===== config.mk =====
export PLATFORM = sky130hd
export DESIGN_NAME = cic3_row_readout_flat
export DESIGN_NICKNAME = d
export VERILOG_FILES = /design/src/rtl/cic3_row_readout_pkg.sv /design/src/rtl/cic3_row_readout_if.sv /design/src/rtl/cic3_row_readout_next_chan.sv /design/src/rtl/cic3_row_readout.sv /design/src/flat_wrapper.sv
export SDC_FILE = /design/constraint.sdc
export NUM_CORES = 2
export LEC_CHECK = 0
export CORE_AREA = 2 2 262 264
export CTS_BUF_LIST = sky130_fd_sc_hd__clkbuf_8
export DETAILED_ROUTE_END_ITERATION = 8
export DIE_AREA = 0 0 264 266
export GPL_TIMING_DRIVEN = 0
export MAX_ROUTING_LAYER = met4
export PLACE_DENSITY = 0.75
export SYNTH_ARGS = -nofsm -noshare
export SYNTH_HDL_FRONTEND = slang
export SYNTH_SLANG_ARGS = --single-unit
export TNS_END_PERCENT = 50

===== constraint.sdc =====
create_clock -name clk -period 4.92 [get_ports clk]
set_clock_uncertainty 0.2 [all_clocks]
set_input_delay 0.984 -clock clk [delete_from_list [all_inputs] [get_ports clk]]
set_output_delay 0.984 -clock clk [all_outputs]
set_load 0.05 [all_outputs]

===== src/rtl/cic3_row_readout_pkg.sv =====
// rtl/cic3_row_readout_pkg.sv - shared constants and types for the CIC3 row readout
package cic3_readout_pkg;

    localparam int NUM_CHANNELS = 24;
    localparam int WORD_W       = 25;
    localparam int CHAN_W       = 5;
    localparam int FRAME_CNT_W  = 8;

    typedef enum logic {IDLE, SEND} readout_state_t;

    typedef logic [WORD_W-1:0] cic_word_t;

endpackage


===== src/rtl/cic3_row_readout_if.sv =====
// rtl/cic3_row_readout_if.sv - filter-row input and word-stream output bundle (CIC3_READOUT_PARITY_EN adds dout_parity)
interface cic3_row_readout_if;
    import cic3_readout_pkg::*;

    logic [NUM_CHANNELS*WORD_W-1:0] filt_in;
    logic                           sample_strobe;
    logic [NUM_CHANNELS-1:0]        chan_enable;
    cic_word_t                      dout;
    logic [CHAN_W-1:0]              dout_chan;
    logic                           dout_valid;
    logic                           dout_ready;
    logic                           dout_last;
    logic                           busy;
    logic                           overflow;
    logic                           overflow_clr;
    logic [FRAME_CNT_W-1:0]         frame_count;
`ifdef CIC3_READOUT_PARITY_EN
    logic                           dout_parity;
`endif

    // master is the readout block, slave is the filter row plus downstream consumer
    modport master (
        input  filt_in, sample_strobe, chan_enable, dout_ready, overflow_clr,
        output dout, dout_chan, dout_valid, dout_last, busy, overflow, frame_count
`ifdef CIC3_READOUT_PARITY_EN
        , output dout_parity
`endif
    );

    modport slave (
        output filt_in, sample_strobe, chan_enable, dout_ready, overflow_clr,
        input  dout, dout_chan, dout_valid, dout_last, busy, overflow, frame_count
`ifdef CIC3_READOUT_PARITY_EN
        , input dout_parity
`endif
    );

endinterface


===== src/rtl/cic3_row_readout_next_chan.sv =====
// rtl/cic3_row_readout_next_chan.sv - combinational finder for the first and next enabled channel
module cic3_readout_next_chan #(
    parameter int N = 24,
    parameter int W = 5
) (
    input  logic [N-1:0] i_mask,
    input  logic [W-1:0] i_ptr,
    output logic [W-1:0] o_first,
    output logic [W-1:0] o_next,
    output logic         o_found,
    output logic         o_last
);

    logic w_above;

    // Scanning downward lets the lowest qualifying index overwrite the others
    always_comb begin
        o_first = '0;
        o_next  = '0;
        w_above = 1'b0;
        for (int i = N-1; i >= 0; i--) begin
            if (i_mask[i]) begin
                o_first = W'(i);
                if (W'(i) > i_ptr) begin
                    o_next  = W'(i);
                    w_above = 1'b1;
                end
            end
        end
    end

    assign o_found = |i_mask;
    assign o_last  = ~w_above;

endmodule


===== src/rtl/cic3_row_readout.sv =====
// rtl/cic3_row_readout.sv - snapshots the CIC3 row on each strobe and streams enabled channels (CIC3_READOUT_PARITY_EN)
module cic3_row_readout
    import cic3_readout_pkg::*;
(
    input  logic               clk,
    input  logic               reset,
    cic3_row_readout_if.master bus
);

    readout_state_t                 r_state, w_next_state;
    logic [NUM_CHANNELS*WORD_W-1:0] r_snap;
    logic [NUM_CHANNELS-1:0]        r_mask;
    logic [CHAN_W-1:0]              r_ptr;
    logic                           r_overflow;
    logic [FRAME_CNT_W-1:0]         r_frame_count;

    logic [CHAN_W-1:0] w_start_first, w_start_next, w_adv_first, w_adv_next;
    logic              w_start_found, w_start_last, w_adv_found, w_adv_last;
    logic              w_xfer, w_final, w_capture, w_drop, w_advance;
    logic              w_unused;

    cic3_readout_next_chan #(.N(NUM_CHANNELS), .W(CHAN_W)) u_start (
        .i_mask  (bus.chan_enable),
        .i_ptr   ('0),
        .o_first (w_start_first),
        .o_next  (w_start_next),
        .o_found (w_start_found),
        .o_last  (w_start_last)
    );

    cic3_readout_next_chan #(.N(NUM_CHANNELS), .W(CHAN_W)) u_adv (
        .i_mask  (r_mask),
        .i_ptr   (r_ptr),
        .o_first (w_adv_first),
        .o_next  (w_adv_next),
        .o_found (w_adv_found),
        .o_last  (w_adv_last)
    );

    assign w_unused = &{1'b0, w_start_next, w_start_last, w_adv_first, w_adv_found};

    always_ff @(posedge clk) begin
        if (reset) begin
            r_state <= IDLE;
        end else begin
            r_state <= w_next_state;
        end
    end

    // A strobe landing on the final transfer starts the next frame with no idle gap
    always_comb begin
        w_next_state = r_state;
        w_xfer       = 1'b0;
        w_final      = 1'b0;
        w_capture    = 1'b0;
        w_drop       = 1'b0;
        case (r_state)
            IDLE: begin
                if (bus.sample_strobe && w_start_found) begin
                    w_capture    = 1'b1;
                    w_next_state = SEND;
                end
            end
            SEND: begin
                w_xfer  = bus.dout_ready;
                w_final = bus.dout_ready & w_adv_last;
                if (w_final) begin
                    if (bus.sample_strobe && w_start_found) begin
                        w_capture = 1'b1;
                    end else begin
                        w_next_state = IDLE;
                    end
                end else if (bus.sample_strobe) begin
                    w_drop = 1'b1;
                end
            end
            default: w_next_state = IDLE;
        endcase
    end

    assign w_advance = w_xfer & ~w_adv_last;

    always_ff @(posedge clk) begin
        if (reset) begin
            r_snap        <= '0;
            r_mask        <= '0;
            r_ptr         <= '0;
            r_overflow    <= 1'b0;
            r_frame_count <= '0;
        end else begin
            if (w_capture) begin
                r_snap <= bus.filt_in;
                r_mask <= bus.chan_enable;
                r_ptr  <= w_start_first;
            end else if (w_advance) begin
                r_ptr <= w_adv_next;
            end
            if (w_final) begin
                r_frame_count <= r_frame_count + 1'b1;
            end
            if (w_drop) begin
                r_overflow <= 1'b1;
            end else if (bus.overflow_clr) begin
                r_overflow <= 1'b0;
            end
        end
    end

    assign bus.dout        = r_snap[r_ptr*WORD_W +: WORD_W];
    assign bus.dout_chan   = r_ptr;
    assign bus.dout_valid  = (r_state == SEND);
    assign bus.dout_last   = (r_state == SEND) & w_adv_last;
    assign bus.busy        = (r_state == SEND);
    assign bus.overflow    = r_overflow;
    assign bus.frame_count = r_frame_count;
`ifdef CIC3_READOUT_PARITY_EN
    assign bus.dout_parity = ^{r_ptr, bus.dout};
`endif

endmodule

===== src/flat_wrapper.sv =====
// flat-port wrapper written by rule: the top's interface ports become plain ports
module cic3_row_readout_flat import cic3_readout_pkg::*;
  (clk, reset, bus_filt_in, bus_sample_strobe, bus_chan_enable, bus_dout_ready, bus_overflow_clr, bus_dout, bus_dout_chan, bus_dout_valid, bus_dout_last, bus_busy, bus_overflow, bus_frame_count);
  cic3_row_readout_if bus_i ();
  input  logic clk;
  input  logic reset;
  input wire logic [$bits(bus_i.filt_in)-1:0] bus_filt_in;
  input wire logic [$bits(bus_i.sample_strobe)-1:0] bus_sample_strobe;
  input wire logic [$bits(bus_i.chan_enable)-1:0] bus_chan_enable;
  input wire logic [$bits(bus_i.dout_ready)-1:0] bus_dout_ready;
  input wire logic [$bits(bus_i.overflow_clr)-1:0] bus_overflow_clr;
  output wire logic [$bits(bus_i.dout)-1:0] bus_dout;
  output wire logic [$bits(bus_i.dout_chan)-1:0] bus_dout_chan;
  output wire logic [$bits(bus_i.dout_valid)-1:0] bus_dout_valid;
  output wire logic [$bits(bus_i.dout_last)-1:0] bus_dout_last;
  output wire logic [$bits(bus_i.busy)-1:0] bus_busy;
  output wire logic [$bits(bus_i.overflow)-1:0] bus_overflow;
  output wire logic [$bits(bus_i.frame_count)-1:0] bus_frame_count;
  assign bus_i.filt_in = bus_filt_in;
  assign bus_i.sample_strobe = bus_sample_strobe;
  assign bus_i.chan_enable = bus_chan_enable;
  assign bus_i.dout_ready = bus_dout_ready;
  assign bus_i.overflow_clr = bus_overflow_clr;
  assign bus_dout = bus_i.dout;
  assign bus_dout_chan = bus_i.dout_chan;
  assign bus_dout_valid = bus_i.dout_valid;
  assign bus_dout_last = bus_i.dout_last;
  assign bus_busy = bus_i.busy;
  assign bus_overflow = bus_i.overflow;
  assign bus_frame_count = bus_i.frame_count;
  cic3_row_readout u_core (.clk(clk), .reset(reset), .bus(bus_i));
endmodule

==> impl_metrics.env <==
export IMPL_syn_area_mm2=0.0278
export IMPL_synthSimpleGateAreaFrac=0.195
export IMPL_synth_area_top_cells="dfxtp_1 46%, nand2_1 18%, mux4_2 14%"
export IMPL_synth_compound_area_share=0.142
export IMPL_pwr_share_clk=0.360
export IMPL_vias=28700
export IMPL_fmax_mhz=206
export IMPL_placed_cell_area_mm2=0.0356
export IMPL_final_setup_tns_ps=0
export IMPL_seqPwrFrac=0.414
export IMPL_crit_required_ps=3740
export IMPL_synth_edf_count=0
export IMPL_drtPass1Iterations=6
export IMPL_post_route_period_util=0.984
export IMPL_ys_ff_latch=638
export IMPL_hold_start="u_core.r_snap[291]"
export IMPL_synth_area_mux_share=0.149
export IMPL_cp_arrival_ps=3660
export IMPL_antenna_found_initial=45
export IMPL_root_buffer="clkbuf_8"
export IMPL_relSlewSlack=0.201
export IMPL_ir_drop_mv=0.205
export IMPL_post_cts_buffers=0
export IMPL_synth_cells=3264
export IMPL_synth_xor_area_frac=0.00158
export IMPL_timing_rr_start="u_core.bus.dout_chan[3]"
export IMPL_hold_path_end="u_core.r_snap[291]"
export IMPL_ys_seq_area_frac=0.460
export IMPL_yosysTopAreaCellShare=0.460
export IMPL_syn_avg_cell_area_um2=8.51
export IMPL_worstSetupStartpointType="flop"
export IMPL_cts_made_buffers=103
export IMPL_cts_sinks=638
export IMPL_endpoint_kind="primary output"
export IMPL_first_global_vias=28100
export IMPL_fp_dieW_um=264
export IMPL_route_detailed_drc=0
export IMPL_powerDensity_mw_per_mm2=365
export IMPL_period_needed_ps=4840
export IMPL_h_tree_depth=3
export IMPL_timing_rr_end="u_core.r_mask[23]"
export IMPL_postCtsHoldBufs=0
export IMPL_hold_violations=0
export IMPL_viasPerCell=5.69
export IMPL_antenna_left=0
export IMPL_async_flop_share=0
export IMPL_holdWs_ps=252
export IMPL_syn2layout_area_growth_pct=37.0
export IMPL_grt_setup_unrepaired="yes"
export IMPL_setup_viol=0
export IMPL_layout_nets=4669
export IMPL_place_congestion=0.961
export IMPL_portBuffers=669
export IMPL_core_area_mm2=0.0677
export IMPL_drv_slew=0
export IMPL_switching_share=0.311
export IMPL_start_util=0.410
export IMPL_max_cap_violations=0
export IMPL_final_core_util=0.562
export IMPL_die_area_mm2=0.0702
export IMPL_grt_max_degree=15
export IMPL_r2r_cells=11
export IMPL_pwr_share_comb=0.226
export IMPL_cts_tree="built"
export IMPL_grt_pass1_wl_um=184000
export IMPL_power_leakage_uw=0.0145
export IMPL_p_int_uw=9580
export IMPL_insertion_delay_ps=710
export IMPL_synth_top_family_by_area="simple AND/OR/NAND/NOR gates"
export IMPL_rows=96
export IMPL_yosys_warnings=0
export IMPL_grt_usage=0.373
export IMPL_synth_distinct_cells=66
export IMPL_syn_num_nets=3894
export IMPL_status="finished clean"
export IMPL_tightest_slew_ps=1200
export IMPL_clkTransAtPathRegs_ps=60
export IMPL_cp_max_fo=10
export IMPL_synth_largest_area_cell="dfxtp_1"
export IMPL_reg2reg_setup_slack_ps=940
export IMPL_routedWlPerCell_um=26.0
export IMPL_switching_power_uw=4330
export IMPL_synthTopCellsByCount="1299 x nand2_1, 642 x a21oi_1, 638 x dfxtp_1, 173 x mux4_2, 99 x clkbuf_1"
export IMPL_ys_flop_type="dfxtp_1"
export IMPL_die_h_um=266
export IMPL_cts_buffer_depth=3
export IMPL_whs_path_depth=2
export IMPL_drive_gt1_frac=0.134
export IMPL_final_cell_area_mm2=0.0380
export IMPL_gr_total_overflow=0
export IMPL_crit_type="reg2out"
export IMPL_synth_most_common_cell="nand2_1"
export IMPL_synthAdderAreaFrac=0.000811
export IMPL_finalPower_uw=13900
export IMPL_dp_hpwl_um=102000
export IMPL_drtIter0Drc=3257
export IMPL_hp_class="reg2reg"
export IMPL_wirelength_um=131000
export IMPL_ioPinCount=671
[final cells by class]
type                            count  area (um2)
Fill cell                        6322       29700
Multi-Input combinational cell   2343       13600
Sequential cell                   638       12800
Timing Repair Buffer              670        6630
Clock buffer                      133        1830
Buffer                            270        1600
Tap cell                          882        1100
Clock inverter                     50         385
Antenna cell                       41         103
Inverter                           13        48.8
[layer usage]
metal	share of wire	routed length [um]	track usage
met1	0.38	49700	0.445
met4	0.052	6830	0.188
met2	0.46	60800	0.582
met3	0.11	13900	0.0996
met5	0	0	-
[stage by stage]
stage / std cells / setup slack (ps)
floorplan: 3264 / 96.4
global placement: 4815 / -1680
detailed placement: 4816 / -1660
CTS: 4999 / -35.7
global route: 5038 / 2.66
finish: 5040 / 76.9
[worst max-delay path, stage by stage, from the launching register on]
cell and delay (ps):
dfxtp_1 350, buf_4 210, buf_6 210, buf_4 340, mux4_2 630, mux4_2 570, nand2_1 170, o21ai_0 170
buf_4 260
[worst max-delay path by stage]
stage / start / endpoint / slack [ps] / cells past startpoint
after floorplan: u_core.bus.dout_chan[1] / bus_dout[16] / 100 / 9
after global placement: u_core.bus.dout_chan[1] / bus_dout[3] / -1680 / 10
after detailed placement: u_core.bus.dout_chan[1] / bus_dout[3] / -1660 / 10
after CTS: u_core.bus.dout_chan[1] / bus_dout[20] / -40 / 10
after global routing: u_core.bus.dout_chan[1] / bus_dout[0] / 3 / 10
final: u_core.bus.dout_chan[0] / bus_dout[9] / 80 / 8
[layout by cell type, fill, tap and decap left out, types with 6 or more instances in the layout]
cell type / synthesis / layout
clkinv_2: 0 / 6
buf_6: 1 / 8
and2_1: 7 / 7
nand4_1: 8 / 8
clkbuf_8: 0 / 136
a21oi_1: 642 / 641
clkdlybuf4s15_2: 0 / 8
buf_4: 69 / 85
o21ai_0: 37 / 36
clkdlybuf4s50_1: 0 / 643
mux2i_1: 24 / 24
nand2_1: 1299 / 1299
nor2b_1: 7 / 7
clkbuf_1: 99 / 85
nor2_1: 31 / 31
bufinv_16: 0 / 6
buf_2: 80 / 91
mux4_2: 173 / 173
dfxtp_1: 638 / 638
a31oi_1: 6 / 6
nand3_1: 12 / 12
diode_2: 0 / 41
inv_1: 12 / 44
[what timing repair did]
action / 4_1_cts / 5_1_grt
resized for setup: 245 / 18
hold endpoints to repair: 0 / 0
setup endpoints to repair: 26 / 17
[power groups by stage]
stage / combinational [uW] / sequential, uW / clock, uW
2_1_floorplan: 1610 / 5790 / 0
3_3_place_gp: 3040 / 5840 / 0
3_5_place_dp: 3070 / 5850 / 0
4_1_cts: 3100 / 5740 / 5000
5_1_grt: 3290 / 5780 / 5200
6_report: 3150 / 5760 / 5000
[cell families after synthesis]
logic type | count (synthesis)
AND/OR/NAND/NOR | 1397
AO/OA/AOI/OAI | 742
flip-flops | 638
buffers and inverters | 283
multiplexers | 197
XOR/XNOR | 5
adder cells (fa/ha/maj) | 2
[flip-flops by register name (all words and copies together) (netlist names)]
signal	count
u_core.bus.busy	1
u_core.bus.dout_chan	5
u_core.bus.frame_count	8
u_core.bus.overflow	1
u_core.r_mask	23
u_core.r_snap	600
No activity file was read; power rests on OpenSTA's default activity.
